[config.mk]
export PLATFORM = sky130hd
export DESIGN_NAME = reg_window_ctrl
export DESIGN_NICKNAME = d
export VERILOG_FILES = /design/src/rtl/reg_window_ctrl.sv
export SDC_FILE = /design/constraint.sdc
export NUM_CORES = 1
export LEC_CHECK = 0
export ABC_AREA = 1
export CORE_MARGIN = 2
export CORE_UTILIZATION = 25
export DETAILED_ROUTE_END_ITERATION = 10
export SLEW_MARGIN = 10
export SYNTH_ARGS = -nofsm -noshare
export SYNTH_HDL_FRONTEND = slang
export SYNTH_SLANG_ARGS = --single-unit
[constraint.sdc]
create_clock -name clk -period 5.38 [get_ports clk]
set_input_delay 0.807 -clock clk [delete_from_list [all_inputs] [get_ports clk]]
set_output_delay 0.807 -clock clk [all_outputs]
set_load 0.1 [all_outputs]
[src/rtl/reg_window_ctrl.sv]
// reg_window_ctrl: multicycle fetch/decode/execute sequencer for the 16-bit windowed-register datapath.
// Build option ILLEGAL_TRAP_EN: opcodes C/D/E trap to HALT and raise a sticky illegal_op flag.
module reg_window_ctrl #(
  parameter int                ADDR_W   = 12,
  parameter logic [ADDR_W-1:0] RESET_PC = '0
) (
  input  logic              clk,
  input  logic              rst,
  output logic              mem_req,
  output logic              mem_we,
  output logic [ADDR_W-1:0] mem_addr,
  output logic [15:0]       mem_wdata,
  input  logic [15:0]       mem_rdata,
  input  logic              mem_ack,
  output logic [1:0]        rf_ri,
  output logic [1:0]        rf_rj,
  output logic [1:0]        rf_wnd,
  output logic              rf_set_window,
  output logic              rf_we,
  output logic [1:0]        rf_wsel,
  input  logic [15:0]       rf_data_i,
  input  logic [15:0]       rf_data_j,
  output logic [1:0]        alu_op,
  output logic [15:0]       imm_out,
  output logic [15:0]       ld_data,
  output logic [ADDR_W-1:0] pc,
  output logic              halted,
  output logic              illegal_op
);

  localparam logic [2:0] S_INIT   = 3'd0;
  localparam logic [2:0] S_FETCH  = 3'd1;
  localparam logic [2:0] S_DECODE = 3'd2;
  localparam logic [2:0] S_EXEC   = 3'd3;
  localparam logic [2:0] S_MEM    = 3'd4;
  localparam logic [2:0] S_WB     = 3'd5;
  localparam logic [2:0] S_HALT   = 3'd6;

  localparam logic [3:0] OP_ADD   = 4'h1;
  localparam logic [3:0] OP_SUB   = 4'h2;
  localparam logic [3:0] OP_AND   = 4'h3;
  localparam logic [3:0] OP_OR    = 4'h4;
  localparam logic [3:0] OP_MOV   = 4'h5;
  localparam logic [3:0] OP_LDI   = 4'h6;
  localparam logic [3:0] OP_LOAD  = 4'h7;
  localparam logic [3:0] OP_STORE = 4'h8;
  localparam logic [3:0] OP_WIN   = 4'h9;
  localparam logic [3:0] OP_JMP   = 4'hA;
  localparam logic [3:0] OP_BZ    = 4'hB;
  localparam logic [3:0] OP_HALT  = 4'hF;

  logic [2:0]        r_state;
  logic [15:0]       r_ir;
  logic [ADDR_W-1:0] r_pc;
  logic [1:0]        r_window;
  logic [15:0]       r_ld_data;
  logic [3:0]        w_op;
  logic              w_trap;
  logic              w_win_exec;
  logic [ADDR_W-1:0] w_jmp_pc;
  logic [ADDR_W-1:0] w_bz_pc;

  assign w_op     = r_ir[15:12];
  assign imm_out  = {{8{r_ir[7]}}, r_ir[7:0]};
  assign w_jmp_pc = ADDR_W'(r_ir[11:0]);
  assign w_bz_pc  = r_pc + ADDR_W'($signed(imm_out));

`ifdef ILLEGAL_TRAP_EN
  logic w_illegal;
  logic r_illegal;

  assign w_illegal = (w_op == 4'hC) || (w_op == 4'hD) || (w_op == 4'hE);
  assign w_trap    = w_illegal;

  always_ff @(posedge clk or posedge rst) begin
    if (rst) begin
      r_illegal <= 1'b0;
    end else if ((r_state == S_EXEC) && w_illegal) begin
      r_illegal <= 1'b1;
    end
  end

  assign illegal_op = r_illegal;
`else
  assign w_trap     = 1'b0;
  assign illegal_op = 1'b0;
`endif

  always_ff @(posedge clk or posedge rst) begin
    if (rst) begin
      r_state   <= S_INIT;
      r_pc      <= RESET_PC;
      r_ir      <= '0;
      r_window  <= '0;
      r_ld_data <= '0;
    end else begin
      case (r_state)
        S_INIT:   r_state <= S_FETCH;
        S_FETCH: begin
          if (mem_ack) begin
            r_ir    <= mem_rdata;
            r_pc    <= r_pc + ADDR_W'(1);
            r_state <= S_DECODE;
          end
        end
        S_DECODE: r_state <= S_EXEC;
        S_EXEC: begin
          case (w_op)
            OP_ADD, OP_SUB, OP_AND, OP_OR, OP_MOV, OP_LDI: r_state <= S_WB;
            OP_LOAD, OP_STORE: r_state <= S_MEM;
            OP_WIN: begin
              r_window <= r_ir[1:0];
              r_state  <= S_FETCH;
            end
            OP_JMP: begin
              r_pc    <= w_jmp_pc;
              r_state <= S_FETCH;
            end
            OP_BZ: begin
              if (rf_data_i == 16'h0000) r_pc <= w_bz_pc;
              r_state <= S_FETCH;
            end
            OP_HALT: r_state <= S_HALT;
            default: r_state <= w_trap ? S_HALT : S_FETCH;
          endcase
        end
        S_MEM: begin
          if (mem_ack) begin
            if (w_op == OP_LOAD) begin
              r_ld_data <= mem_rdata;
              r_state   <= S_WB;
            end else begin
              r_state <= S_FETCH;
            end
          end
        end
        S_WB:    r_state <= S_FETCH;
        S_HALT:  r_state <= S_HALT;
        default: r_state <= S_INIT;
      endcase
    end
  end

  assign mem_req   = (r_state == S_FETCH) || (r_state == S_MEM);
  assign mem_we    = (r_state == S_MEM) && (w_op == OP_STORE);
  assign mem_addr  = (r_state == S_MEM) ? ADDR_W'(rf_data_j) : r_pc;
  assign mem_wdata = rf_data_i;

  assign rf_ri = r_ir[11:10];
  assign rf_rj = r_ir[9:8];
  assign rf_we = (r_state == S_WB);

  // The new window is presented alongside its load strobe so the register file captures it in EXEC.
  assign w_win_exec    = (r_state == S_EXEC) && (w_op == OP_WIN);
  assign rf_set_window = ((r_state == S_INIT) && !rst) || w_win_exec;
  assign rf_wnd        = w_win_exec ? r_ir[1:0] : r_window;

  always_comb begin
    rf_wsel = 2'b00;
    alu_op  = 2'b00;
    case (w_op)
      OP_SUB:  alu_op  = 2'b01;
      OP_AND:  alu_op  = 2'b10;
      OP_OR:   alu_op  = 2'b11;
      OP_LDI:  rf_wsel = 2'b01;
      OP_LOAD: rf_wsel = 2'b10;
      OP_MOV:  rf_wsel = 2'b11;
      default: ;
    endcase
  end

  assign ld_data = r_ld_data;
  assign pc      = r_pc;
  assign halted  = (r_state == S_HALT);

endmodule

==> results of run 1 <==
-- cells by family (layout without fill, tap and decap cells) --
| family | after synthesis | count (layout) |
|---|---|---|
| buf+inv | 119 | 210 |
| fa+ha+maj | 13 | 13 |
| flops | 49 | 49 |
| compound gates | 104 | 104 |
| simple gates | 232 | 232 |
| xor+xnor | 7 | 7 |
| other cells | 1 | 1 |
-- layout make-up --
cell class | count | area [µm²]
well taps | 180 | 225
inverters | 68 | 255
clock inverters | 2 | 17.5
multi-input cells | 357 | 1780
fillers | 1482 | 9010
repair buffers | 134 | 1340
clock buffers | 6 | 139
flip-flops and latches | 49 | 1230
-- state kept, by name (all words and copies together) (netlist names) --
signal,count
ld_data,16
pc,12
r_ir,16
r_state,3
r_window,2
-- routing by layer --
layer,vias up,wire [µm],track usage (%),share of wire (%)
met2,108,4380,21.5,42
met4,0,88,3.09,0.84
li1,1833,-,-,-
met1,1561,5290,20.1,51
met5,-,0,0,0
met3,9,713,2.84,6.8
-- per-stage QoR --
| step | hold slack (ns) | cells | area, µm² |
|---|---|---|---|
| 2_1_floorplan | 0.470 | 525 | 3610 |
| 3_3_place_gp | 0.471 | 788 | 4820 |
| 3_5_place_dp | 0.478 | 788 | 4820 |
| 4_1_cts | 0.497 | 796 | 4980 |
| 5_1_grt | 0.522 | 796 | 4980 |
| 6_report | 0.492 | 796 | 4980 |
-- worst max-delay path: cells and delay by family, from the launching register on --
family / cells / cell delay [ns]
flops: 1 / 0.47
buf+inv: 2 / 1.28
compound gates: 1 / 0.31
simple gates: 2 / 0.94
-- how the worst max path moves through the flow --
stage | slack [ns] | end | cells after the start | start
after floorplan | 0.72 | rf_set_window | 1 | rst
after global placement | 1.60 | rf_wnd[1] | 5 | r_state[0]
after detailed placement | 1.59 | rf_wnd[1] | 5 | r_state[0]
after CTS | 1.25 | rf_wnd[1] | 5 | r_state[0]
after global routing | 1.04 | rf_wnd[1] | 5 | r_state[0]
final | 1.28 | rf_wnd[1] | 5 | r_state[0]
-- synthesized netlist by cell type, types with 2 or more instances --
master | number | area (µm²)
buf_6 | 2 | 22.5
ha_1 | 12 | 150
buf_4 | 37 | 278
xor2_1 | 7 | 61.3
nor2_1 | 51 | 191
o31ai_1 | 2 | 15.0
o211ai_1 | 2 | 15.0
nand3_1 | 22 | 110
o21ai_1 | 10 | 50.1
nand2_1 | 134 | 503
inv_1 | 64 | 240
a31oi_1 | 2 | 12.5
a21oi_1 | 22 | 110
nor3_1 | 9 | 45.0
nand2_2 | 3 | 18.8
a21oi_2 | 4 | 35.0
o21ai_0 | 58 | 290
buf_2 | 6 | 30.0
clkbuf_1 | 5 | 18.8
dfrtp_1 | 49 | 1230
inv_2 | 4 | 15.0
nand4_1 | 9 | 56.3
==> metrics.yaml, run 1 <==
status: "finished clean"
htreeDepth: 2
synthMuxAreaShare_pct: 0
grt_max_degree: 50
grt_usage_pct: 14.0
critPathKind: "reg -> out"
antenna_found_initial: 0
wire_per_inst_um: 13.2
cp-end-kind: "output port"
cts_hold_buf: 0
die_h_um: 124
grt_pass1_wl_mm: 16.8
worstMarginPinSlew_ns: 1.04
drive_gt1_share_pct: 3.90
coreArea_um2: 14000
grt_pass1_vias: 3347
cp-start-kind: "flip-flop"
worstHoldPathCells: 2
wl_mm: 10.5
vias_per_cell: 4.41
syn_inst: 525
final.setup.tns_ns: 0
synth_compound_area_share_pct: 15.5
cts_tree: "yes"
critPathMaxFanout: 17
cts_buffer_depth: 2
cts_root_buf: "clkbuf_16"
dieArea_um2: 15400
yosys.area_share.xor_xnor_pct: 1.70
post_cts_resized: 0
cp_slowest_stage_delay_ns: 1.18
period_needed_ns: 4.10
synthFlopType: "dfrtp_1"
portBuffers: 133
crit_slowest_cell: "clkdlybuf4s50_1"
syn_area_per_cell_um2: 6.88
synthArstFlopShare_pct: 100
final_common_cell: "nand2_1"
synthAdderAreaFrac_pct: 4.71
setup_ws_ns: 1.28
cp.arrival_ns: 3.29
worstHoldStart: "ld_data[2]"
slew_viol_final: 0
synth_simple_gate_area_share_pct: 27.1
rsz0062_at_grt: "false"
drtPass1Iterations: 4
min_period_over_period_pct: 76.2
antenna_cells: 0
ys_seq_elements: 49
initial_core_util_pct: 25.8
vias: 3511
rr_worst_depth: 8
syn_area_um2: 3610
cts_setup_buffers: 0
syn-num-nets: 589
nets: 679
worst_clock_skew_ns: 0.00668
cts.sink_count: 49
die_w_um: 124
path_clk_slew_ns: 0.07
post-route-util_pct: 35.6
min_to: "ld_data[2]"
critical_path_required_ns: 4.57
crit_path_cell_trace: "inv_2 -> nor3_4 -> nand4_1 -> o21ai_0 -> clkdlybuf4s50_1"
fmax_mhz: 244
reg2reg_from: "r_state[0]"
ys_seq_area_share_pct: 34.0
drc: 0
grt-ovfl-total: 0
synth_edf_count: 0
ff2ff_setup_slack_ns: 2.96
clk_latency_ns: 0.29
synth_top_family_by_area: "simple AND/OR/NAND/NOR gates"
dp_hpwl_mm: 8.27
rows: 43
hold_viol_final: 0
ant_nets: 0
slew_headroom_pct: 30.7
drv_cap: 0
place.gp.congestion: 0.847
setup_violations: 0
ys_types: 33
cts_buffers: 5
dp_worst_setup_slack_ns: 1.59
ys.warnings.count: 0
final_cell_mix: "nand2_1 (134), clkdlybuf4s50_1 (133), inv_1 (63), o21ai_0 (58), nor2_1 (51)"
syn_to_final_growth_pct: 37.8
dr.first_iter.drc_count: 162
hold_path.class: "reg -> reg"
ios: 139
worstReg2RegEnd: "pc[2]"
Power of run 1 is left out: the tool's default activity adds up to more than one toggle a clock period on the data nets, which glitch-free logic cannot reach.
==> run 2, diff against run 1 <==
==> constraint.sdc (replaced) <==
create_clock -name clk -period 3.5 [get_ports clk]
set_input_delay 0.525 -clock clk [delete_from_list [all_inputs] [get_ports clk]]
set_output_delay 0.525 -clock clk [all_outputs]
set_load 0.1 [all_outputs]
==> run 2 against run 1 <==
Compared with the run above: setup slack worse by 0.47 ns; register-to-register slack worse by 1.7 ns; die area unchanged; final cell count up 0.13%.
==> metrics.yaml, run 2 (synthesis results as in run 1) <==
cp-start-kind: "flip-flop"
dp_hpwl_mm: 8.25  # -0.20%
slew_headroom_pct: 30.6  # -0.18 points
coreArea_um2: 14000  # unchanged
rsz0062_at_grt: "false"
drtPass1Iterations: 4  # unchanged
hold_viol_final: 0  # unchanged
met2_usage_pct: 22.6  # +1.1 points
cts_root_buf: "clkbuf_16"
worstHoldStart: "ld_data[14]"
min_to: "ld_data[14]"
worstHoldPathCells: 2  # unchanged
ios: 139  # unchanged
post-route-util_pct: 34.8  # -0.81 points
post_cts_resized: 0  # unchanged
vias: 3525  # +0.40%
cp-end-kind: "output port"
clk_latency_ns: 0.29  # about the same
status: "finished clean"
grt_usage_pct: 13.9  # -0.059 points
nets: 680  # +0.15%
place.gp.congestion: 0.853  # +0.70%
portBuffers: 133  # unchanged
path_clk_slew_ns: 0.07  # about the same
postLayoutCellArea_um2: 4860  # -2.3%
worstMarginPinSlew_ns: 1.04  # +0.00506 ns
rows: 43  # unchanged
drive_gt1_share_pct: 12.5  # +8.6 points
vias_per_cell: 4.42  # +0.27%
antenna_cells: 0  # unchanged
whs_ns: 0.493  # +0.00101 ns
htreeDepth: 2  # unchanged
critical_path_required_ns: 2.97  # -1.60 ns
grt_pass1_wl_mm: 16.8  # +0.33%
hold_path.class: "reg -> reg"
grt_util_met1_pct: 19.4  # -0.67 points
fill_cells: 1534  # +3.5%
slew_viol_final: 0  # unchanged
drv_cap: 0  # unchanged
grt_max_degree: 50  # unchanged
period_needed_ns: 2.69
cts_buffers: 5  # unchanged
die_w_um: 124  # unchanged
initial_core_util_pct: 25.8  # unchanged
antenna_found_initial: 0  # unchanged
crit_start: "r_state[0]"
ant_nets: 0  # unchanged
worst_clock_skew_ns: 0.00630  # -0.000389 ns
grt-ovfl-total: 0  # unchanged
dp_worst_setup_slack_ns: 1.03  # -0.558 ns
dieArea_um2: 15400  # unchanged
setup_ws_ns: 0.812  # -0.469 ns
final_common_cell: "nand2_1"
drc: 0  # unchanged
cp.arrival_ns: 2.16  # -1.13 ns
use_met3_pct: 2.61  # -0.23 points
cts_setup_buffers: 0  # unchanged
cts_tree: "yes"
worstReg2RegEnd: "ld_data[5]"
wire_per_inst_um: 13.1  # -0.34%
final_cell_mix: "nand2_1 (134), clkdlybuf4s50_1 (82), inv_1 (63), buf_4 (53), nor2_1 (51)"
grt.busiest_layer: "met2"
reg2reg_from: "r_state[1]"
rr_worst_depth: 7  # -1
grt_pass1_vias: 3434  # +2.6%
setup_violations: 0  # unchanged
min_period_over_period_pct: 76.8
placed_area_um2: 4710  # -2.3%
cts_hold_buf: 0  # unchanged
wl_mm: 10.5  # -0.21%
ff2ff_setup_slack_ns: 1.26  # -1.70 ns
cts_buffer_depth: 2  # unchanged
dr.first_iter.drc_count: 167  # +3.1%
critPathKind: "reg -> out"
cts.sink_count: 49  # unchanged
critPathMaxFanout: 17  # unchanged
fmax_mhz: 372
die_h_um: 124  # unchanged
syn_to_final_growth_pct: 34.7
run 2: worst max-delay path: stages, from the launching register on:
cell and delay, ns:
dfrtp_1 0.48, inv_2 0.10, nor3_4 0.16, buf_4 0.26, nand4_1 0.22, o21ai_0 0.30
buf_4 0.35
run 2: cell type report:
cell class | instances | area [µm²] | area share (%)
clock buffer | 6 | 139 | 2.85
clock inverter | 2 | 17.5 | 0.360
tap | 180 | 225 | 4.63
sequential | 49 | 1230 | 25.2
inverter | 68 | 255 | 5.25
timing repair buffer | 135 | 1220 | 25.1
multi-input combinational | 357 | 1780 | 36.7
run 2: worst max path at each step:
stage | endpoint | slack, ns
2_1_floorplan | rf_wnd[0] | -0.39
3_3_place_gp | rf_wnd[1] | 1.16
3_5_place_dp | r_ir[5] | 1.03
4_1_cts | rf_wnd[1] | 0.79
5_1_grt | rf_wnd[1] | 0.64
6_report | rf_wnd[1] | 0.81
run 2: per-layer routing:
metal,up-vias,wire length [µm]
met5,-,0
met4,0,59
met3,5,725
met2,107,4420
met1,1581,5250
li1,1832,-
run 2: stage by stage:
stage | TNS, ns | std cells
after global placement | 0 | 789
after CTS | 0 | 797
after floorplan | -1.24 | 525
after detailed placement | 0 | 789
final | 0 | 797
after global routing | 0 | 797
Power of run 2 is left out for the same reason.
==> run 3, diff against run 2 <==
==> constraint.sdc (replaced) <==
create_clock -name clk -period 2.54 [get_ports clk]
set_input_delay 0.381 -clock clk [delete_from_list [all_inputs] [get_ports clk]]
set_output_delay 0.381 -clock clk [all_outputs]
set_load 0.1 [all_outputs]
==> run 3 against run 2 <==
Compared with the run above: first-iteration DRC count increased by 13%; setup slack got worse by 0.60 ns; via count increased by 1.9%; core utilization increased by 1.7 points; count of clock-buffer cells in the layout decreased by 1; flip-flop and latch count unchanged; worst hold slack improved by 0.0038 ns; clock skew decreased by 0.0021 ns.
==> metrics.yaml, run 3 (synthesis results as in run 1) <==
grt_usage_pct: 13.9  # -0.029 points
cts_setup_buffers: 0  # unchanged
cp-end-kind: "output port"
cpMostUsedCell: "inv_1"
htreeDepth: 2  # unchanged
grt_max_degree: 33  # -34%
post_cts_resized: 0  # unchanged
wire_per_inst_um: 13.0  # -0.92%
cp-start-kind: "flip-flop"
rows: 43  # unchanged
critPathKind: "reg -> out"
worstMarginPinSlew_ns: 0.573  # -0.467 ns
crit_slowest_cell: "dfrtp_1"
wl_mm: 10.4  # -0.30%
post-route-util_pct: 36.5  # +1.7 points
final_common_cell: "nand2_1"
crit_path_cell_trace: "inv_1 -> nand2_1 -> inv_1 -> nand4_1 -> o21ai_2 -> buf_12"
setup_violations: 0  # unchanged
coreArea_um2: 14000  # unchanged
dieArea_um2: 15400  # unchanged
path_clk_slew_ns: 0.07  # about the same
vias: 3592  # +1.9%
dr.first_iter.drc_count: 189  # +13%
path_buf_inv: 3  # unchanged
grt-ovfl-total: 0  # unchanged
drtPass1Iterations: 4  # unchanged
cp.arrival_ns: 1.95  # -0.21 ns
place.gp.congestion: 0.870  # +2.0%
hold_path.class: "reg -> reg"
drive_gt1_share_pct: 21.5  # +9.1 points
drc: 0  # unchanged
vias_per_cell: 4.48  # +1.3%
cts_buffers: 5  # unchanged
whs_ns: 0.497  # +0.00383 ns
initial_core_util_pct: 25.8  # unchanged
period_needed_ns: 2.33
grt_pass1_vias: 3422  # -0.35%
antenna_cells: 0  # unchanged
cts_buffer_depth: 2  # unchanged
crit_start: "r_ir[14]"
nets: 685  # +0.74%
slew_headroom_pct: 61.7  # +31 points
slew_viol_final: 0  # unchanged
status: "finished clean"
worstHoldStart: "ld_data[10]"
cts_hold_buf: 0  # unchanged
cts_root_buf: "clkbuf_16"
min_period_over_period_pct: 91.8
critical_path_required_ns: 2.16  # -0.81 ns
ios: 139  # unchanged
portBuffers: 133  # unchanged
cts.sink_count: 49  # unchanged
antenna_found_initial: 0  # unchanged
die_w_um: 124  # unchanged
syn_to_final_growth_pct: 41.4
die_h_um: 124  # unchanged
rsz0062_at_grt: "false"
postLayoutCellArea_um2: 5100  # +4.9%
fmax_mhz: 429
hold_viol_final: 0  # unchanged
grt_pass1_wl_mm: 16.8  # about the same
placed_area_um2: 4930  # +4.8%
path_delay_family: "buffers and inverters"
worst_clock_skew_ns: 0.00418  # -0.00211 ns
reg2reg_from: "r_state[0]"
ant_nets: 0  # unchanged
cts_tree: "yes"
final_cell_mix: "nand2_1 (134), buf_4 (77), inv_1 (63), nor2_1 (51), dfrtp_1 (49)"
cp_slowest_stage_delay_ns: 0.42  # -0.06 ns
critPathMaxFanout: 5  # -12
drv_cap: 0  # unchanged
dp_hpwl_mm: 8.42  # +2.1%
clk_latency_ns: 0.29  # about the same
==> run 3: changes by cell type in the layout (fill, tap and decap cells not counted), sizes merged <==
cell / before / now
clkinv: 1 / 0
inv: 69 / 70
clkdlybuf4s50: 82 / 46
bufinv: 0 / 1
buf: 53 / 94
clkbuf: 6 / 5
==> run 3: tightest hold or removal path, cell delays in order (launching register included) <==
cell and delay (ns):
dfrtp_1 0.35, nand2_1 0.05, o21ai_0 0.06
==> run 3: per-stage QoR <==
stage | instances | setup TNS, ns | worst slack, ns
2_1_floorplan | 525 | -0.119 | -0.119
3_3_place_gp | 794 | 0 | 0.495
3_5_place_dp | 794 | 0 | 0.443
4_1_cts | 802 | 0 | 0.174
5_1_grt | 802 | 0 | 0.0423
6_report | 802 | 0 | 0.208
==> run 3: final cells by class <==
class	instances	area, µm²
Inverter	68	255
Fill cell	1453	8880
Multi-Input combinational cell	357	1850
Tap cell	180	225
Clock inverter	3	47.5
Clock buffer	5	125
Timing Repair Buffer	140	1380
Sequential cell	49	1230
==> run 3: path summary, 6_finish.rpt <==
check / end / slack (ns) / depth (start not counted)
max: rf_wnd[0] / 0.21 / 6
min in group asynchronous: r_state[2] / 0.52 / 2
min: ld_data[10] / 0.50 / 2
max reg2reg: pc[3] / 0.49 / 10
min reg2reg: ld_data[10] / 0.50 / 2
max in group asynchronous: ld_data[0] / 1.41 / 3
==> run 3: metal layers <==
metal | GRT usage, % | vias up | wire length (µm)
li1 | - | 1848 | -
met1 | 19.7 | 1605 | 4870
met2 | 22.5 | 135 | 4630
met3 | 1.92 | 4 | 862
met4 | 2.74 | 0 | 53
met5 | 0 | - | 0
Power of run 3 is left out for the same reason.
